--- src/rtl/uart_rx_param.sv ---
// uart_rx_param: parametrised UART receiver with parity/framing/overrun flags and a valid/ready held output.
// Define UART_RX_MAJORITY_EN for 2-of-3 majority sampling around every bit mid-point.
module uart_rx_param #(
    parameter int DATA_BITS   = 8,
    parameter int OVERSAMPLE  = 16,
    parameter int PARITY      = 0,
    parameter int STOP_BITS   = 1,
    parameter int SYNC_STAGES = 2
) (
    input  logic                 clk,
    input  logic                 reset,
    input  logic                 i_Rx_Data,
    input  logic                 i_Rx_Ready,
    output logic                 o_Rx_Valid,
    output logic [DATA_BITS-1:0] o_Rx_Byte,
    output logic                 o_Parity_Err,
    output logic                 o_Frame_Err,
    output logic                 o_Overrun,
    output logic                 o_Busy
);
    localparam int TICK_W = $clog2(OVERSAMPLE);
    localparam int BIT_W  = $clog2(DATA_BITS + 1);
`ifdef UART_RX_MAJORITY_EN
    localparam int MAJ = 1;
`else
    localparam int MAJ = 0;
`endif
    localparam logic [TICK_W-1:0] START_END = TICK_W'(OVERSAMPLE / 2 - 1 + MAJ);
    localparam logic [TICK_W-1:0] BIT_END   = TICK_W'(OVERSAMPLE - 1);
    localparam logic [BIT_W-1:0]  LAST_DATA = BIT_W'(DATA_BITS - 1);
    localparam logic [BIT_W-1:0]  LAST_STOP = BIT_W'(STOP_BITS - 1);
    localparam logic              ODD       = (PARITY == 1);

    typedef enum logic [2:0] {S_IDLE, S_START, S_DATA, S_PARITY, S_STOP, S_BREAK_WAIT} state_t;
    state_t state, state_n;

    logic [SYNC_STAGES-1:0] sync;
    logic                   rx_s, samp, bit_end, complete, frame_err;
    logic [TICK_W-1:0]      tick;
    logic [BIT_W-1:0]       bit_idx;
    logic [DATA_BITS-1:0]   shift, pend_byte;
    logic                   perr, ferr, done, pend_perr, pend_ferr;

    always_ff @(posedge clk)
        sync <= reset ? '1 : {sync[SYNC_STAGES-2:0], i_Rx_Data};

    assign rx_s = sync[SYNC_STAGES-1];

`ifdef UART_RX_MAJORITY_EN
    // hist[1], hist[0], rx_s are the mid-1, mid, mid+1 samples at the decision cycle
    logic [1:0] hist;
    always_ff @(posedge clk)
        hist <= reset ? 2'b11 : {hist[0], rx_s};
    assign samp = (hist[1] & hist[0]) | (hist[1] & rx_s) | (hist[0] & rx_s);
`else
    assign samp = rx_s;
`endif

    assign bit_end   = tick == BIT_END;
    assign frame_err = ferr | ~samp;

    always_ff @(posedge clk)
        state <= reset ? S_IDLE : state_n;

    always_comb begin
        state_n = state;
        case (state)
            S_IDLE:       if (!rx_s) state_n = S_START;
            S_START:      if (tick == START_END) state_n = samp ? S_IDLE : S_DATA;
            S_DATA:       if (bit_end && bit_idx == LAST_DATA) state_n = (PARITY != 0) ? S_PARITY : S_STOP;
            S_PARITY:     if (bit_end) state_n = S_STOP;
            S_STOP:       if (bit_end && bit_idx == LAST_STOP) state_n = (frame_err && !rx_s) ? S_BREAK_WAIT : S_IDLE;
            S_BREAK_WAIT: if (rx_s) state_n = S_IDLE;
            default:      state_n = S_IDLE;
        endcase
    end

    always_comb begin
        o_Busy   = state != S_IDLE;
        complete = state == S_STOP && bit_end && bit_idx == LAST_STOP;
    end

    always_ff @(posedge clk) begin
        if (reset) begin
            tick      <= '0;
            bit_idx   <= '0;
            shift     <= '0;
            perr      <= 1'b0;
            ferr      <= 1'b0;
            done      <= 1'b0;
            pend_byte <= '0;
            pend_perr <= 1'b0;
            pend_ferr <= 1'b0;
        end else begin
            tick    <= (state == S_IDLE || state_n != state || bit_end) ? '0 : tick + 1'b1;
            bit_idx <= (state_n != state) ? '0 : bit_idx + BIT_W'(bit_end);
            if (state == S_DATA && bit_end)
                shift <= {samp, shift[DATA_BITS-1:1]};
            perr <= (state == S_IDLE) ? 1'b0 : (state == S_PARITY && bit_end) ? ((^shift ^ samp) != ODD) : perr;
            ferr <= (state == S_IDLE) ? 1'b0 : (state == S_STOP && bit_end && !samp) ? 1'b1 : ferr;
            done <= complete;
            if (complete) begin
                pend_byte <= shift;
                pend_perr <= perr;
                pend_ferr <= frame_err;
            end
        end
    end

    // a completed frame is only taken if the held slot is free or being consumed this cycle
    always_ff @(posedge clk) begin
        if (reset) begin
            o_Rx_Valid   <= 1'b0;
            o_Rx_Byte    <= '0;
            o_Parity_Err <= 1'b0;
            o_Frame_Err  <= 1'b0;
            o_Overrun    <= 1'b0;
        end else if (done && (!o_Rx_Valid || i_Rx_Ready)) begin
            o_Rx_Valid   <= 1'b1;
            o_Rx_Byte    <= pend_byte;
            o_Parity_Err <= pend_perr;
            o_Frame_Err  <= pend_ferr;
            o_Overrun    <= 1'b0;
        end else if (done) begin
            o_Overrun <= 1'b1;
        end else if (o_Rx_Valid && i_Rx_Ready) begin
            o_Rx_Valid <= 1'b0;
            o_Overrun  <= 1'b0;
        end
    end
endmodule

--- config.mk ---
export PLATFORM = sky130hd
export DESIGN_NAME = uart_rx_param
export DESIGN_NICKNAME = d
export VERILOG_FILES = /design/src/rtl/uart_rx_param.sv
export SDC_FILE = /design/constraint.sdc
export NUM_CORES = 1
export LEC_CHECK = 0
export CORE_MARGIN = 3
export CORE_UTILIZATION = 50
export CTS_CLUSTER_SIZE = 14
export DETAILED_ROUTE_END_ITERATION = 8
export MAX_ROUTING_LAYER = met4
export PLACE_DENSITY = 0.69
export SLEW_MARGIN = 20
export SYNTH_ARGS = -nofsm -noshare
export SYNTH_HDL_FRONTEND = slang
export SYNTH_SLANG_ARGS = --single-unit
--- constraint.sdc ---
create_clock -name clk -period 2.2 [get_ports clk]
set_input_delay 0.44 -clock clk [delete_from_list [all_inputs] [get_ports clk]]
set_output_delay 0.44 -clock clk [all_outputs]
set_load 0.05 [all_outputs]
### Yosys cells after proc, flatten, opt, wreduce, memory -nomap -nowiden

Cells that the tools add are included.

| word-level totals | value |
|---|---|
| word-level logic and storage cells | 70 |
| output and inout port bits | 13 |
| input bits | 4 |
| register bits | 46 |

| cells by class | value |
|---|---|
| $add $sub $neg | 2 |
| reductions and logical operators | 26 |
| eq/ne operators | 10 |
| bitwise gates (word level) | 3 |
| multiplexer cells | 13 |

Operator list:

| kind | count |
|---|---|
| two-way mux 3 bit | 7 |
| case mux 3 bit (6 select lines) | 1 |
| logical AND 1 bit | 10 |
| equality test 4 x 3 -> 1 bit, second input constant | 2 |
| OR reduction 2 bit | 4 |
| parity 8 bit | 1 |
| equality test 3 x 2 -> 1 bit, second input constant | 2 |
| equality test 3 bit, second input constant | 2 |
| adder 4 x 1 -> 4 bit | 1 |
| adder 4 x 1 -> 4 bit, second input constant | 1 |
| equality test 4 bit, second input constant | 1 |
| logical NOT 4 bit | 1 |
| two-way mux 1 bit | 4 |
| nonzero test 2 bit | 2 |
| equality test 3 x 1 -> 1 bit, second input constant | 1 |
| logical NOT 3 bit | 1 |
| logical OR 1 bit | 3 |
| != test 3 bit | 1 |
| nonzero test 3 bit | 1 |
| logical NOT 1 bit | 2 |
| two-way mux 2 bit | 1 |
| != test 2 x 1 -> 1 bit, second input constant | 1 |
| AND reduction 2 bit | 1 |
| inverter 1 bit | 1 |
| other kinds (2) | 2 |

### Longest topological paths before layout

| logic depth | value |
|---|---|
| depth in word-level cells | 10 |
| mapped depth | 7 |
| gate-level depth less buffers | 7 |

### Least setup slack after synthesis

OpenSTA, ideal clock, no wires.

| timing | value |
|---|---|
| kind | register to register |
| start | register tick[0] |
| end | register bit_idx[1] |
| stages on the path, launching flop included | 7 |
| library setup time | 134 ps |
| arrival | 1487 ps |
| required time | 2066 ps |
| setup slack | 579 ps |
| path through | dfxtp_1 ha_1 nand3_1 inv_1 ha_1 ha_1 nor4b_2 |

| between the ends | value |
|---|---|
| word-level cells in the longest chain between the ends | 6 |
| elaborated cells on any way between the ends | 12 |
| classes of those cells | 1 x add/sub; 3 x eq/ne; 5 x mux; 3 x reduce/logical |

Ends and longest elaborated chain:

| element | line | text |
|---|---|---|
| start: declaration | 39 | `logic [TICK_W-1:0] tick;` |
| start signal: assignment | 95 | `tick <= (state == S_IDLE \|\| state_n != state \|\| bit_end) ? '0 : tick + 1'b1;` |
| equality test 4 bit | 59 | `assign bit_end = tick == BIT_END;` |
| logical AND 1 bit (on tied branches) | 72, 70 |  |
| two-way mux 3 bit (on tied branches) | 72, 70 |  |
| case mux 3 bit (6 select lines) | 67 | `case (state)` |
| != test 3 bit | 96 | `bit_idx <= (state_n != state) ? '0 : bit_idx + BIT_W'(bit_end);` |
| OR reduction 2 bit (no line) | -- |  |
| end signal: assignment | 96 |  |
| end: declaration | 40 | `logic [BIT_W-1:0] bit_idx;` |

Several ways; a longest one is shown, not always the timed one.
A chain may end at the register's enable or synchronous reset.

### Worst setup path in the final report

| timing | value |
|---|---|
| start | register tick[0] |
| end | register pend_ferr |

| between the ends | value |
|---|---|
| word-level cells in the longest chain between the ends | 3 |

Ends and longest elaborated chain:

| element | line | text |
|---|---|---|
| equality test 4 bit | 59 |  |
| logical AND 1 bit (2 in a row) | 80 | `complete = state == S_STOP && bit_end && bit_idx == LAST_STOP;` |
| end signal: assignment | 105 | `pend_ferr <= frame_err;` |
| end: declaration | 42 | `logic perr, ferr, done, pend_perr, pend_ferr;` |

Every way passes these cells.

==> metrics <==
clock buffer depth 2; Clock Latency Late Sink 300 ps; Synth Cell Area 0.00197 mm^2; worst slack at placement 291 ps; Post-Synth XOR/XNOR Area 6.03%; depth of the CTS H-tree 2; Post-Layout Inst Area 0.00225 mm^2; placed inst area 0.00216 mm^2; CTS tree done; gr usage total 17.1%; Congestion Overflow GR 0; post-CTS sizing 0; DRC viols 0; most frequent cell after synthesis dfxtp_1; DRT iter0 DRCs 57; Leak 0.941 nW; fin. max-slew vios 0; largest family of logic cells by synthesized area simple AND/OR/NAND/NOR gates; core area 0.00374 mm^2; unrepaired setup endpoints after global routing no; Final period util 86.7%; Worst EP arrival 2130 ps; antenna violations before repair 0; setup TNS 0 ps; top cell type's share of synthesized area 46.7%; Fmax 0.524 GHz; reg2reg start tick[0]$_SDFF_PP0_; Min-Delay Endpoint sync[1]$_SDFF_PP1_; HPWL after detailed placement 2440 um; Most Crowded Layer GR met2; Routed wire per std cell 12.7 um; Initial Utilization 52.6%; final hold viol count 0; EDFF count, synth 0; global-route wire length before repair 5820 um; fin cells 261; Post-CTS Hold Fix Bufs 0; Worst Hold Slack 417 ps; CTS buffer count 5; # rows 22; M2 GR Usage 26.8%; WS Path Type reg2reg; vias 1342; Placed Instances 253; Port-buffer cells 16; hold path depth 1; synth top area cells dfxtp_1 47%, mux2i_1 14%, nor2_1 6.7%; Adder-Cell Fraction of Synth Area 1.90%; Total Power 1.40 mW; min Tclk post-route 1910 ps; Mapped Cells 194; top cells by count, synth 46 x dfxtp_1, 35 x nor2_1, 27 x mux2i_1; M1 GR Usage 20.8%; Crit. End Element flip-flop; hold_sp sync[0]$_SDFF_PP1_; status finished clean; crit-path max FO 12; simple-gate share of the synthesized area 20.4%; Power Dens Cells 623 mW/mm^2; Yosys cell types 42; Clock Root Buffer clkbuf_8; Die Area 0.00473 mm^2; post-synthesis compound-gate area fraction 6.22%; Tightest Hold Check Type reg2reg; Seq/Total Area, Yosys 46.7%; final antenna-violating net count 0; mean post-synth cell area 10.2 um^2; Routability Congestion 0.772; Max-slew headroom 65.3%; R2R Setup Slk 290 ps; Syn. warnings 0; Synth area leader dfxtp_1; GR Util met3 5.51%; Worst-Margin Slew 519 ps; TritonRoute pass-1 iters 4; Layout Nets 219; syn_nets 201; vias per inst 5.14; Critical R2R Capture pend_ferr$_SDFFE_PP0P_; critical path cell sequence ha_1 -> nand3_1 -> nor2_4 -> nand4_4 -> nor2b_1 -> nor3_1; Die Ht 68.8 um; CP max-delay cell dfxtp_1; largest net degree at the start of global routing 41; Util after Layout 60.2%; CP max stage delay 360 ps; Post-synth top flop dfxtp_1; ratio of cells with drive above 1 in the final layout 11.3%; IO Pins 17; Critical Path RT 2420 ps; Worst-path clk slew 80 ps; final WL 3320 um; worst reg2reg path depth 6; Die W 68.8 um; vias in the first global route 1316; n_diodes 0; Seq cells post-synth 46; clock sinks 46; Post-synth ARST share 0%; Setup Buffers After CTS 0; layout overhead on the synthesized area 14.4%; mux cell area share after synthesis 14.9%; Worst VDD drop 0.483 mV; skew final 10.9 ps; Final WS setup 293 ps; CP Launch Type flip-flop; Max-Cap Viols 0; setup violators final 0
[where the power goes]
part / total [mW] / switching [mW] / internal, mW / leakage (nW)
clock: 0.505 / 0.282 / 0.223 / 0.0441
sequential: 0.838 / 0.00345 / 0.835 / 0.371
combinational: 0.0609 / 0.0371 / 0.0238 / 0.526
[sequential cells by signal, indices dropped and copies added, names as in the netlist]
signal        flops
ferr              1
pend_perr         1
o_Rx_Byte         8
pend_byte         8
state             3
o_Parity_Err      1
perr              1
o_Overrun         1
sync              2
shift             8
bit_idx           4
o_Rx_Valid        1
pend_ferr         1
tick              4
o_Frame_Err       1
done              1
[how the worst max path moves through the flow]
stage / startpoint / endpoint / slack [ps] / cells after the start
after floorplan: tick[0]$_SDFF_PP0_ / bit_idx[1]$_SDFF_PP0_ / 580 / 6
after global placement: tick[0]$_SDFF_PP0_ / pend_ferr$_SDFFE_PP0P_ / 400 / 6
after detailed placement: tick[0]$_SDFF_PP0_ / pend_ferr$_SDFFE_PP0P_ / 290 / 6
after CTS: tick[0]$_SDFF_PP0_ / pend_ferr$_SDFFE_PP0P_ / 260 / 6
after global routing: tick[0]$_SDFF_PP0_ / pend_ferr$_SDFFE_PP0P_ / 80 / 6
final: tick[0]$_SDFF_PP0_ / pend_ferr$_SDFFE_PP0P_ / 290 / 6
[cell families (layout without fill, tap and decap cells)]
kind of cell | count (synthesis) | in the layout
mux | 28 | 28
fa+ha+maj | 3 | 3
xor+xnor | 12 | 12
flops | 46 | 46
buf+inv | 15 | 34
simple gates | 72 | 72
compound gates | 18 | 18
[worst max-delay path: cells and delay by family, from the launching register on]
family	cells	cell delay, ps
simple gates	5	1240
flops	1	360
fa+ha+maj	1	220
[placed cells by master, fill, tap and decap left out, types with 4 or more instances in the layout]
| cell type | instances |
|---|---|
| inv_1 | 6 |
| xnor2_1 | 8 |
| nor2_1 | 35 |
| dfxtp_1 | 46 |
| clkdlybuf4s50_1 | 15 |
| buf_4 | 5 |
| nand3_1 | 4 |
| clkbuf_8 | 5 |
| nand2_1 | 6 |
| a21oi_1 | 6 |
| mux2i_1 | 27 |
| nor3_1 | 4 |
[layout make-up]
| cell class | instances | area (um^2) |
|---|---|---|
| repair buffers | 20 | 188 |
| clock buffers | 5 | 68.8 |
| multi-input cells | 133 | 973 |
| inverters | 6 | 22.5 |
| flip-flops and latches | 46 | 921 |
| clock inverters | 3 | 21.3 |
| fillers | 335 | 1490 |
| well taps | 48 | 60.1 |
[per-layer routing]
layer  vias up  routed length [um]
met5         -                   0
met4         0                  50
met3         6                 116
met2        17                1570
met1       615                1580
li1        704                   -
Power figures use the tool's default switching activity.
